**src/rtl/ym_clk_gen.sv**
```systemverilog
// ym_clk_gen: programmable clock divider producing ym_pm with a coincident
// ym_cen strobe, supporting free-run and counted burst (step) modes, plus a
// wrap-flagged event counter of ym_pm rising edges.
// Optional feature: define YM_CLK_GEN_SNAPSHOT_EN to make snap capture the
// event counter into snap_q; otherwise snap is ignored and snap_q reads 0.
module ym_clk_gen #(
    parameter int DIV_W = 5,
    parameter int CNT_W = 32
) (
    input  logic             clk,
    input  logic             rst,
    input  logic [DIV_W-1:0] period,
    input  logic [DIV_W-1:0] high_len,
    input  logic             cfg_load,
    input  logic             run,
    input  logic             step_go,
    input  logic [7:0]       step_n,
    input  logic             rst_counter,
    input  logic             irq_n,
    input  logic             snap,
    output logic             ym_pm,
    output logic             ym_cen,
    output logic             step_done,
    output logic             busy,
    output logic [CNT_W-1:0] pm_counter,
    output logic             cnt_ovf,
    output logic [CNT_W-1:0] snap_q
);

    typedef enum logic [1:0] {
        ST_IDLE = 2'd0,
        ST_RUN  = 2'd1,
        ST_STEP = 2'd2
    } state_t;

    state_t           r_state;
    logic [DIV_W-1:0] r_div_cnt;
    logic [DIV_W-1:0] r_period_q;
    logic [DIV_W-1:0] r_high_q;
    logic             r_cfg_pend;
    logic [7:0]       r_step_cnt;
    logic             r_pm_d;

    logic             w_tc;
    logic             w_cfg_req;
    logic             w_rise;

    // Terminal count uses >= so a shrunken period can never strand the divider.
    assign w_tc      = (r_div_cnt >= r_period_q);
    assign w_cfg_req = r_cfg_pend | cfg_load;
    assign w_rise    = ym_pm & ~r_pm_d;

    // Shadow configuration: adopt new period/high only at a period boundary or while idle.
    always_ff @(posedge clk or posedge rst) begin
        if (rst) begin
            r_period_q <= DIV_W'(4);
            r_high_q   <= DIV_W'(2);
            r_cfg_pend <= 1'b0;
        end else if (w_cfg_req && (w_tc || (r_state == ST_IDLE))) begin
            r_period_q <= period;
            r_high_q   <= high_len;
            r_cfg_pend <= 1'b0;
        end else begin
            r_cfg_pend <= w_cfg_req;
        end
    end

    // Mode FSM and divider: generates ym_pm, ym_cen, step_done and busy.
    always_ff @(posedge clk or posedge rst) begin
        if (rst) begin
            r_state    <= ST_IDLE;
            r_div_cnt  <= {DIV_W{1'b0}};
            r_step_cnt <= 8'd0;
            ym_pm      <= 1'b0;
            ym_cen     <= 1'b0;
            step_done  <= 1'b0;
            busy       <= 1'b0;
        end else begin
            ym_cen    <= 1'b0;
            step_done <= 1'b0;
            case (r_state)
                ST_IDLE: begin
                    r_div_cnt <= {DIV_W{1'b0}};
                    ym_pm     <= 1'b0;
                    if (run) begin
                        r_state <= ST_RUN;
                        busy    <= 1'b1;
                    end else if (step_go && (step_n != 8'd0)) begin
                        r_state    <= ST_STEP;
                        r_step_cnt <= step_n;
                        busy       <= 1'b1;
                    end else begin
                        busy <= 1'b0;
                    end
                end
                ST_RUN, ST_STEP: begin
                    if (w_tc) begin
                        r_div_cnt <= {DIV_W{1'b0}};
                        if ((r_state == ST_RUN) && !run) begin
                            // Free-run stops only on a period boundary, without a pulse.
                            r_state <= ST_IDLE;
                            ym_pm   <= 1'b0;
                            busy    <= 1'b0;
                        end else if ((r_state == ST_STEP) && (r_step_cnt == 8'd0)) begin
                            // Last burst period has completed.
                            r_state   <= ST_IDLE;
                            ym_pm     <= 1'b0;
                            busy      <= 1'b0;
                            step_done <= 1'b1;
                        end else begin
                            ym_pm  <= 1'b1;
                            ym_cen <= 1'b1;
                            if (r_state == ST_STEP) begin
                                r_step_cnt <= r_step_cnt - 8'd1;
                            end
                        end
                    end else if (r_div_cnt == r_high_q) begin
                        ym_pm     <= 1'b0;
                        r_div_cnt <= r_div_cnt + DIV_W'(1);
                    end else begin
                        r_div_cnt <= r_div_cnt + DIV_W'(1);
                    end
                end
                default: begin
                    r_state   <= ST_IDLE;
                    r_div_cnt <= {DIV_W{1'b0}};
                    ym_pm     <= 1'b0;
                    busy      <= 1'b0;
                end
            endcase
        end
    end

    // Event counter: counts registered ym_pm rising edges gated by irq_n; clear wins.
    always_ff @(posedge clk or posedge rst) begin
        if (rst) begin
            r_pm_d     <= 1'b0;
            pm_counter <= {CNT_W{1'b0}};
            cnt_ovf    <= 1'b0;
        end else begin
            r_pm_d <= ym_pm;
            if (rst_counter) begin
                pm_counter <= {CNT_W{1'b0}};
                cnt_ovf    <= 1'b0;
            end else if (w_rise && irq_n) begin
                if (pm_counter == {CNT_W{1'b1}}) begin
                    pm_counter <= {CNT_W{1'b0}};
                    cnt_ovf    <= 1'b1;
                end else begin
                    pm_counter <= pm_counter + CNT_W'(1);
                end
            end
        end
    end

`ifdef YM_CLK_GEN_SNAPSHOT_EN
    // Snapshot: capture the counter value as it was before this edge's update.
    always_ff @(posedge clk or posedge rst) begin
        if (rst) begin
            snap_q <= {CNT_W{1'b0}};
        end else if (snap) begin
            snap_q <= pm_counter;
        end
    end
`else
    // Snapshot disabled: snap_q is held at zero and snap has no effect.
    always_ff @(posedge clk or posedge rst) begin
        if (rst) begin
            snap_q <= {CNT_W{1'b0}};
        end else begin
            snap_q <= {CNT_W{1'b0}} & {CNT_W{snap}};
        end
    end
`endif

endmodule

```
**config.mk**
```make
export PLATFORM = sky130hd
export DESIGN_NAME = ym_clk_gen
export DESIGN_NICKNAME = d
export VERILOG_FILES = /design/src/rtl/ym_clk_gen.sv
export SDC_FILE = /design/constraint.sdc
export NUM_CORES = 1
export LEC_CHECK = 0
export ABC_AREA = 1
export BUFFER_PORTS_ARGS = -buffer_cell sky130_fd_sc_hd__buf_2
export CAP_MARGIN = 20
export CORE_ASPECT_RATIO = 1.4
export CORE_MARGIN = 8
export CORE_UTILIZATION = 49
export CTS_CLUSTER_DIAMETER = 80
export DETAILED_ROUTE_END_ITERATION = 8
export HOLD_SLACK_MARGIN = 0.06
export PLACE_DENSITY_LB_ADDON = 0.1
export SLEW_MARGIN = 20
export SYNTH_ARGS = -nofsm -noshare
export SYNTH_HDL_FRONTEND = slang
export SYNTH_SLANG_ARGS = --single-unit
```
**constraint.sdc**
```tcl
create_clock -name clk -period 2.2 [get_ports clk]
set_clock_uncertainty 0.1 [all_clocks]
set_input_delay 0.44 -clock clk [delete_from_list [all_inputs] [get_ports clk]]
set_output_delay 0.44 -clock clk [all_outputs]
set_load 0.05 [all_outputs]
```
==> parameters.txt, run 1 <==
Parameter                              Value

Clock network
  CTS buffer count    9
  CTS sink cnt    64
  Clock tree buffer depth    2
  Clock insertion delay at the later pin of the skew report    0.34 ns
  H-tree levels    3
  Clock-pin slew on the worst setup and hold paths    0.05 ns
  Clock tree from TritonCTS    yes
  Buffer cell driving the clock tree root    sky130_fd_sc_hd__clkbuf_16

Setup path
  Kind of end point of the critical path    flop
  Worst endpoint data arrival time    2.12 ns
  CP max FO    22
  Data required time of the worst path    2.35 ns
  R2R Setup Slk    0.23 ns
  Kind of start point of the critical path    flop
  Path type of the worst setup path    flop to flop

Global routing
  Via count of the first global-routing pass    3,657
  Number of antenna violations at the first check in global routing    0
  GR Util All Layers    18.1%
  Largest net degree at the start of global routing    50
  Global-route wire length before repair    16,700 µm
  Remaining global-route overflow    0

Logic synthesis
  Post-synthesis xor/xnor area fraction    4.32%
  Post-synth EDFFs    0
  Post-synthesis instance area    4060 µm²
  Post-Synthesis Cells    571
  Post-Synth Simple-Gate Area    35.4%
  Synth unique cells    30
  Sequential-to-total area share from yosys stat    39.5%
  Complex-gate fraction of the synthesized area    3.79%
  Mux share of post-synthesis cell area    0%
  Post-synth ARST share    100%
  Yosys synthesis warning count    0
  Adder-cell share of the synthesized area    3.70%
  Flop and latch count out of synthesis    64
  Most common flop cell mapped by yosys    sky130_fd_sc_hd__dfrtp_1
  Synth Area per Inst    7.11 µm²
  Combinational family with the most area after synthesis    simple AND/OR/NAND/NOR gates

Layout
  Commonest non-fill, non-tap cell in the layout    sky130_fd_sc_hd__nand2_1
  Number of diodes    0
  Share of the core filled with cells    58.4%
  Final net count    682
  Area added between synthesis and finish    16.6%
  Share of cells above drive strength 1    16.0%
  Final standard cell count with taps included and fillers excluded    751
  Highest-count cells in the layout ignoring fill and taps    sky130_fd_sc_hd__nand2_1 (174), sky130_fd_sc_hd__nor2_1 (90), sky130_fd_sc_hd__dfrtp_1 (62)

Floorplanning
  Overall die area    11,500 µm²
  Starting utilization of the core area    50.1%
  Top-Level Pins    95
  Die Y-Extent    124 µm
  # rows    39
  Core area    8100 µm²
  Width of the chip    92.9 µm

Timing
  Hold Slack    0.193 ns
  Hold Violations, Final    0
  Highest achievable clock rate    507 MHz
  Pins over their slew limit    0
  Period utilisation layout    89.7%
  Setup repair after global routing missed its margin    false
  Final setup TNS    0 ns
  Final setup fails    0
  Min cycle time layout    1.97 ns

Detailed routing
  Final wirelength    9880 µm
  Count of unresolved DRC violations after routing    0
  Per-cell routed wire length    13.2 µm
  Drt initial violations    195
  Vias after detailed routing    3,672
  Drt first pass iters    5
  Number of nets with antenna violations after detailed routing    0
  Routed via count divided by cell count    4.89

Pwr
  Worst vdd ir    0.723 mV
  Cell Pwr Density    1050 nW/µm²
  P_leak    2.47 nW
  Final Total Pwr    4.95 mW

Placed design
  Final HPWL DP    7510 µm
  Number of cells in the design after placement    734
  Weighted congestion reported at the end of routability-driven placement    0.888
  Number of buffers inserted by port buffering    61

Min path
  Kind of path behind the tightest hold check    input port to flop

Run status
  Result of the run    finished, final reports clean

Job
  Maxcap violations    0
[layer usage]
metal	wire [µm]	vias up	global-route usage, %
met3	547	15	4.40
met1	3960	1711	18.8
li1	-	1868	-
met2	5180	78	33.7
met5	0	-	0
met4	193	0	8.29
[path summary, 6_finish.rpt]
path / start / end / cells after the start
worst min-delay path: rst_counter / cnt_ovf / 2
max in group asynchronous: rst / r_high_q[1] / 4
worst max-delay path: pm_counter[0] / pm_counter[2] / 10
min in group asynchronous: rst / pm_counter[25] / 3
worst max register to register: pm_counter[0] / pm_counter[2] / 10
worst min register to register: ym_pm / r_pm_d / 0
[worst max-delay path, stage by stage, from the launching register on]
cell,delay (ns)
sky130_fd_sc_hd__dfrtp_1,0.42
sky130_fd_sc_hd__ha_1,0.23
sky130_fd_sc_hd__inv_1,0.08
sky130_fd_sc_hd__nor2_2,0.06
sky130_fd_sc_hd__nand2_1,0.10
sky130_fd_sc_hd__nor2_2,0.05
sky130_fd_sc_hd__nand2_1,0.10
sky130_fd_sc_hd__nand2_2,0.07
sky130_fd_sc_hd__nand2_4,0.13
sky130_fd_sc_hd__clkinv_2,0.30
sky130_fd_sc_hd__a21oi_1,0.24
[cell usage after synthesis (all sizes together), types with 2 or more instances]
cell | n | share of area, %
dfstp | 2 | 1.3
or2 | 2 | 0.31
ha | 12 | 3.7
o21ai | 13 | 1.6
inv | 64 | 5.9
clkinv | 2 | 0.22
xor2 | 15 | 3.2
nor2 | 96 | 9.5
buf | 37 | 6.9
a21oi | 9 | 1.1
nand3 | 43 | 5.3
clkbuf | 2 | 0.19
xnor2 | 5 | 1.1
nand2 | 178 | 17
o21bai | 5 | 0.92
nand4 | 19 | 2.9
dfrtp | 62 | 38
[state kept, by name, indices dropped and copies added, names as in the netlist]
signal	count
r_step_cnt	8
r_cfg_pend	1
ym_cen	1
r_div_cnt	5
r_state	2
busy	1
pm_counter	32
step_done	1
r_pm_d	1
ym_pm	1
cnt_ovf	1
r_high_q	5
r_period_q	5
[report_power, final]
part | internal, mW | switching (mW) | leakage, nW
registers | 1.43 | 0.174 | 0.854
clock network | 1.02 | 0.533 | 0.152
logic | 0.584 | 1.21 | 1.46
[logic make-up after synthesis]
family | count (synthesis)
flip-flops | 64
AND/OR/NAND/NOR | 341
AO/OA/AOI/OAI | 28
buffers and inverters | 105
adder cells (fa/ha/maj) | 12
XOR/XNOR | 20
other | 1
[stage by stage]
step / worst slack (ns) / cell area, µm²
finish: 0.228 / 4730
global route: 0.0313 / 4730
CTS: 0.0938 / 4730
detailed placement: 0.0988 / 4390
global placement: 0.139 / 4390
floorplan: 0.0652 / 4180
[layout make-up]
class | instances | area, µm²
clock buffers | 11 | 243
clock inverters | 5 | 80.1
fillers | 807 | 3370
inverters | 66 | 249
multi-input cells | 433 | 2040
flip-flops and latches | 64 | 1600
well taps | 102 | 128
repair buffers | 70 | 388
[timing repair]
item,4_1_cts,5_1_grt
setup buffers,0,0
setup endpoints to repair,0,7
endpoints found under the hold margin,15,0
hold buffers,1,0
gates resized for setup,0,2
Note: power is estimated with default switching activity, not from simulation.
==> run 2, diff against run 1 <==
--- a/config.mk
+++ b/config.mk
@@ -8,13 +8,13 @@
 export ABC_AREA = 1
 export BUFFER_PORTS_ARGS = -buffer_cell sky130_fd_sc_hd__buf_2
 export CAP_MARGIN = 20
-export CORE_ASPECT_RATIO = 1.4
 export CORE_MARGIN = 8
 export CORE_UTILIZATION = 49
 export CTS_CLUSTER_DIAMETER = 80
 export DETAILED_ROUTE_END_ITERATION = 8
 export HOLD_SLACK_MARGIN = 0.06
 export PLACE_DENSITY_LB_ADDON = 0.1
+export REMOVE_ABC_BUFFERS = 1
 export SLEW_MARGIN = 20
 export SYNTH_ARGS = -nofsm -noshare
 export SYNTH_HDL_FRONTEND = slang
==> run 2 against run 1 <==
  * Worst hold slack worse by 0.012 ns
  * Clock-buffer cell count up 1
  * Largest power group unchanged
  * Core utilization down 2.0 points
==> parameters.txt, run 2 (synthesized netlist as in run 1, its figures left out) <==
Parameter                              Value

Run status
  Result of the run    finished, final reports clean

Setup path
  Buffers and inverters on the worst path    2 (unchanged)
  CP startpoint    r_period_q[2]
  CP max FO    10 (-55%)
  Path type of the worst setup path    flop to flop
  Cell family with most CP delay    simple AND/OR/NAND/NOR gates
  Kind of end point of the critical path    flop
  Count of cell instances traversed by the critical path    11 (+1)
  Worst endpoint data arrival time    2.05 ns (-0.07 ns)
  Crit-path max cell delay    0.53 ns (+0.11 ns)
  Cell at the slowest stage of the critical path    sky130_fd_sc_hd__dfstp_2
  Kind of start point of the critical path    flop
  List of cells traversed by the critical path    inv_1 > ha_1 > nand2_1 > nor2_1 > nand2_1 > nand3_1 > inv_1 > nand2_1 > nand2_1 > nand2_1 > nand2_1
  Library cell appearing most often on the critical path    sky130_fd_sc_hd__nand2_1
  Data required time of the worst path    2.34 ns (about the same)
  R2R depth    11 (+1)
  Reg-to-reg startpoint    r_period_q[2]

Detailed routing
  Routed via count divided by cell count    4.87 (-0.47%)
  Drt first pass iters    4 (-1)
  Final wirelength    9370 µm (-5.2%)
  DR WL met3    508 µm (-7.1%)
  Vias after detailed routing    3,679 (+0.19%)
  M1 WL    4130 µm (+4.4%)
  Uppermost metal layer occupied by signal nets    met4
  Per-cell routed wire length    12.4 µm (-5.9%)
  Drt initial violations    140 (-28%)
  Number of nets with antenna violations after detailed routing    0 (unchanged)
  Total met2 wirelength after detailed routing    4610 µm (-11%)
  Count of unresolved DRC violations after routing    0 (unchanged)

Timing
  Min cycle time layout    1.91 ns (-0.0585 ns)
  Slew at the pin closest to its max-slew limit    0.579 ns
  Highest achievable clock rate    523 MHz (+3.1%)
  Final setup fails    0 (unchanged)
  Pins over their slew limit    0 (unchanged)
  Final setup TNS    0 ns (unchanged)
  Worst slew margin relative to its limit    61.4%
  Hold Violations, Final    0 (unchanged)
  Period utilisation layout    87.0% (-2.7 points)
  Setup repair after global routing missed its margin    false

Layout
  Regs by FF count    pm_counter x32, r_step_cnt x8
  Final standard cell count with taps included and fillers excluded    756 (+0.67%)
  Area added between synthesis and finish    13.1%
  Number of fillers in the final layout    839 (+4.0%)
  Number of diodes    0 (unchanged)
  Final net count    684 (+0.29%)
  Number of flip-flops under the largest register name    32 (unchanged)
  Share of the core filled with cells    56.4% (-2.0 points)
  Design area    4590 µm² (-3.0%)
  Register ranked first by flip-flop count    pm_counter
  Area of all sequential standard cells    1600 µm² (unchanged)
  Commonest non-fill, non-tap cell in the layout    sky130_fd_sc_hd__nand2_1
  Multi-input logic area    2030 µm² (-0.25%)
  Highest-count cells in the layout ignoring fill and taps    sky130_fd_sc_hd__nand2_1 (174), sky130_fd_sc_hd__nor2_1 (90), sky130_fd_sc_hd__dfrtp_1 (62)
  Share of cells above drive strength 1    15.7% (-0.36 points)

Global routing
  Remaining global-route overflow    0 (unchanged)
  GR Util All Layers    16.6% (-1.5 points)
  Largest net degree at the start of global routing    46 (-8.0%)
  Global-route wire length before repair    15,600 µm (-6.8%)
  Via count of the first global-routing pass    3,396 (-7.1%)
  Number of antenna violations at the first check in global routing    0 (unchanged)

Pwr
  Internal power summed over all cells    2.54 mW (-16%)
  Worst vdd ir    0.592 mV (-18%)
  Cell Pwr Density    952 nW/µm² (-9.0%)
  P_leak    2.42 nW (-2.1%)
  Switching Fraction    41.8% (+3.2 points)
  Fraction of power consumed by sequential logic    36.7% (+4.3 points)
  Net Sw Power    1.83 mW (-4.5%)
  Final Total Pwr    4.37 mW (-12%)
  Clock share of power    22.2% (-9.2 points)
  Comb power frac    41.1% (+4.9 points)

Placed design
  Cell Area, Placed    4400 µm² (+0.14%)
  Final HPWL DP    7360 µm (-2.0%)
  Number of buffers inserted by port buffering    61 (unchanged)
  Number of cells in the design after placement    739 (+0.68%)
  Weighted congestion reported at the end of routability-driven placement    0.897 (+0.97%)

Clock network
  Number of buffers inserted to repair setup after CTS    0 (unchanged)
  CTS sink cnt    64 (unchanged)
  H-tree levels    3 (unchanged)
  Clock-pin slew on the worst setup and hold paths    0.07 ns (+0.02 ns)
  Post_cts resized    0 (unchanged)
  Clock insertion delay at the later pin of the skew report    0.34 ns (about the same)
  Clock tree buffer depth    2 (unchanged)
  Buffer cell driving the clock tree root    sky130_fd_sc_hd__clkbuf_8
  Count of hold-fix buffers inserted at cts    1 (unchanged)
  Clock tree from TritonCTS    yes
  CTS buffer count    9 (unchanged)

Floorplanning
  Top-Level Pins    95 (unchanged)
  Core area    8130 µm² (+0.42%)
  Width of the chip    107 µm (+15%)
  Overall die area    11,500 µm² (-0.36%)
  # rows    33 (-15%)
  Die Y-Extent    107 µm (-13%)
  Starting utilization of the core area    49.9% (-0.21 points)

Min path
  Kind of path behind the tightest hold check    input port to flop
  Hold path startpoint    rst_counter
  Worst Hold Path Cells    2 (unchanged)

Job
  Maxcap violations    0 (unchanged)
run 2: changes by cell type in the layout (fill, tap and decap cells not counted), sizes merged:
cell / before / now
clkinv: 3 / 5
bufinv: 2 / 1
buf: 69 / 71
clkbuf: 11 / 12
clkinvlp: 2 / 0
run 2: through the flow:
step | hold WS, ns | setup slack, ns
2_1_floorplan | 0.342 | 0.0652
3_3_place_gp | 0.355 | 0.311
3_5_place_dp | 0.358 | 0.276
4_1_cts | 0.169 | 0.257
5_1_grt | 0.179 | 0.0845
6_report | 0.181 | 0.286
run 2: final cells by class:
class | count | share of cell area, %
Inverter | 66 | 5.43
Clock inverter | 4 | 0.981
Timing Repair Buffer | 72 | 8.51
Clock buffer | 12 | 2.94
Sequential cell | 64 | 35.0
Tap cell | 105 | 2.86
Multi-Input combinational cell | 433 | 44.3
run 2: final timing paths:
check                                       to  slack [ns]
worst max-delay path               r_high_q[0]        0.29
worst min-delay path                   cnt_ovf        0.18
worst max register to register     r_high_q[0]        0.29
worst min register to register   r_period_q[2]        0.37
max in group asynchronous       pm_counter[18]        0.90
min in group asynchronous        pm_counter[2]        0.56
run 2: power groups by stage:
stage                     clock network (mW)  logic (mW)  registers (mW)
after global placement                     0        1.75            1.61
after global routing                    1.04        2.06            1.63
after floorplan                            0        1.26            1.66
final                                  0.969        1.80            1.60
after CTS                              0.993        1.81            1.60
after detailed placement                   0        1.81            1.62
run 2: layer usage:
layer	track usage (%)	vias up
li1	-	1873
met1	20.2	1718
met2	28.6	76
met3	3.66	12
met4	5.13	0
met5	0	-
==> run 3, diff against run 2 <==
--- a/config.mk
+++ b/config.mk
@@ -14,7 +14,6 @@
 export DETAILED_ROUTE_END_ITERATION = 8
 export HOLD_SLACK_MARGIN = 0.06
 export PLACE_DENSITY_LB_ADDON = 0.1
-export REMOVE_ABC_BUFFERS = 1
 export SLEW_MARGIN = 20
 export SYNTH_ARGS = -nofsm -noshare
 export SYNTH_HDL_FRONTEND = slang
==> run 3 against run 2 <==
  * Clock power is 17% higher
  * Die area is the same
  * Non-clock buffer count is 1 higher
  * Via count down 1.0%
  * Wire length rose by 1.4%
  * Combinational power barely moved
  * Maximum frequency is 0.48% lower
  * Largest power group unchanged
==> parameters.txt, run 3 (synthesized netlist as in run 1, its figures left out) <==
Parameter                              Value

Setup path
  R2R depth    10 (-1)
  Kind of end point of the critical path    flop
  Worst endpoint data arrival time    2.08 ns (+0.03 ns)
  Data required time of the worst path    2.36 ns (+0.02 ns)
  CP max FO    22 (+12)
  Path type of the worst setup path    flop to flop
  Kind of start point of the critical path    flop

Clock network
  Clock insertion delay at the later pin of the skew report    0.34 ns (about the same)
  Clock tree from TritonCTS    yes
  H-tree levels    3 (unchanged)
  Clock tree buffer depth    2 (unchanged)
  CTS sink cnt    64 (unchanged)
  Buffer cell driving the clock tree root    sky130_fd_sc_hd__clkbuf_8
  Clock-pin slew on the worst setup and hold paths    0.08 ns (about the same)
  CTS buffer count    9 (unchanged)
  Number of buffers inserted to repair setup after CTS    0 (unchanged)

Global routing
  Global-route wire length before repair    16,200 µm (+4.3%)
  Largest net degree at the start of global routing    34 (-26%)
  Via count of the first global-routing pass    3,556 (+4.7%)
  Number of antenna violations at the first check in global routing    0 (unchanged)
  Remaining global-route overflow    0 (unchanged)
  GR Util All Layers    17.1% (+0.51 points)

Detailed routing
  Drt initial violations    100 (-29%)
  Number of nets with antenna violations after detailed routing    0 (unchanged)
  Vias after detailed routing    3,641 (-1.0%)
  Drt first pass iters    4 (unchanged)
  Per-cell routed wire length    12.5 µm (+1.3%)
  Count of unresolved DRC violations after routing    0 (unchanged)
  Final wirelength    9500 µm (+1.4%)
  Routed via count divided by cell count    4.81 (-1.2%)

Placed design
  Final HPWL DP    7490 µm (+1.8%)
  Number of cells in the design after placement    740 (+0.14%)
  Number of buffers inserted by port buffering    61 (unchanged)
  Weighted congestion reported at the end of routability-driven placement    0.892 (-0.56%)

Layout
  Share of cells above drive strength 1    16.3% (+0.59 points)
  Share of the core filled with cells    57.1% (+0.72 points)
  Register ranked first by flip-flop count    pm_counter
  Regs by FF count    pm_counter x32, r_step_cnt x8
  Highest-count cells in the layout ignoring fill and taps    sky130_fd_sc_hd__nand2_1 (174), sky130_fd_sc_hd__nor2_1 (90), sky130_fd_sc_hd__dfrtp_1 (62)
  Commonest non-fill, non-tap cell in the layout    sky130_fd_sc_hd__nand2_1
  Final net count    685 (+0.15%)
  Number of flip-flops under the largest register name    32 (unchanged)
  Final standard cell count with taps included and fillers excluded    757 (+0.13%)
  Area added between synthesis and finish    14.5%
  Number of diodes    0 (unchanged)

Floorplanning
  Overall die area    11,500 µm² (unchanged)
  Starting utilization of the core area    49.9% (unchanged)
  Die Y-Extent    107 µm (unchanged)
  Core area    8130 µm² (unchanged)
  # rows    33 (unchanged)
  Top-Level Pins    95 (unchanged)
  Width of the chip    107 µm (unchanged)

Pwr
  Internal power summed over all cells    2.66 mW (+4.8%)
  Worst vdd ir    0.736 mV (+24%)
  Net Sw Power    1.86 mW (+1.8%)
  Switching Fraction    41.1% (-0.72 points)
  Comb power frac    39.5% (-1.6 points)
  Fraction of power consumed by sequential logic    35.4% (-1.3 points)
  Clock share of power    25.1% (+2.9 points)
  Cell Pwr Density    973 nW/µm² (+2.2%)
  P_leak    2.44 nW (+1.1%)

Timing
  Min cycle time layout    1.92 ns (+0.00923 ns)
  Setup repair after global routing missed its margin    false
  Final setup TNS    0 ns (unchanged)
  Hold Violations, Final    0 (unchanged)
  Period utilisation layout    87.4% (+0.42 points)
  Highest achievable clock rate    520 MHz (-0.48%)
  Final setup fails    0 (unchanged)
  Pins over their slew limit    0 (unchanged)

Run status
  Result of the run    finished, final reports clean

Min path
  Kind of path behind the tightest hold check    input port to flop
  Worst Hold Path Cells    2 (unchanged)

Job
  Maxcap violations    0 (unchanged)
-- run 3: per-stage QoR --
stage               area, µm²  worst slack (ns)  total power, mW  hold WS, ns
CTS                      4650             0.235             4.58        0.178
floorplan                4180            0.0652             3.00        0.342
finish                   4650             0.277             4.52        0.187
global placement         4420             0.307             3.36        0.339
detailed placement       4420             0.269             3.42        0.347
global route             4650            0.0762             4.91        0.172
-- run 3: worst paths after layout --
check,start,end,slack (ns)
min in group asynchronous,rst,r_div_cnt[2],0.54
setup reg to reg,pm_counter[0],pm_counter[14],0.28
setup / recovery,pm_counter[0],pm_counter[14],0.28
max in group asynchronous,rst,r_period_q[2],0.84
hold / removal,rst_counter,cnt_ovf,0.19
hold reg to reg,r_high_q[1],r_high_q[1],0.37
-- run 3: final cells by class --
class,instances,area (µm²)
Fill cell,844,3490
Multi-Input combinational cell,433,2030
Sequential cell,64,1600
Timing Repair Buffer,73,410
Inverter,66,249
Tap cell,105,131
Clock buffer,9,124
Clock inverter,7,95.1
-- run 3: worst max-delay path, stage by stage (launching register included) --
cell and delay (ns):
sky130_fd_sc_hd__dfrtp_1 0.41, sky130_fd_sc_hd__ha_1 0.23, sky130_fd_sc_hd__inv_1 0.09, sky130_fd_sc_hd__nor2_2 0.06, sky130_fd_sc_hd__nand2_1 0.09, sky130_fd_sc_hd__nor2_2 0.05, sky130_fd_sc_hd__nand2_1 0.10, sky130_fd_sc_hd__nand2_2 0.07
sky130_fd_sc_hd__nand2_4 0.13, sky130_fd_sc_hd__clkinv_2 0.30, sky130_fd_sc_hd__a21oi_1 0.21
-- run 3: timing repair --
action | in CTS | in global routing
hold buffers | 1 | 0
endpoints found under the hold margin | 15 | 0
resized for setup | 0 | 0
-- run 3: power by group through the flow --
stage	registers, mW	clock network, mW	logic, mW
floorplan	1.66	0	1.34
global placement	1.62	0	1.75
detailed placement	1.62	0	1.80
CTS	1.60	1.17	1.81
global route	1.64	1.21	2.06
finish	1.60	1.13	1.79
-- run 3: layer usage --
metal	share of wire [%]	global-route usage, %
met2	49	29.8
met3	5.4	3.66
met1	44	20.6
met5	0	0
met4	1.4	5.33
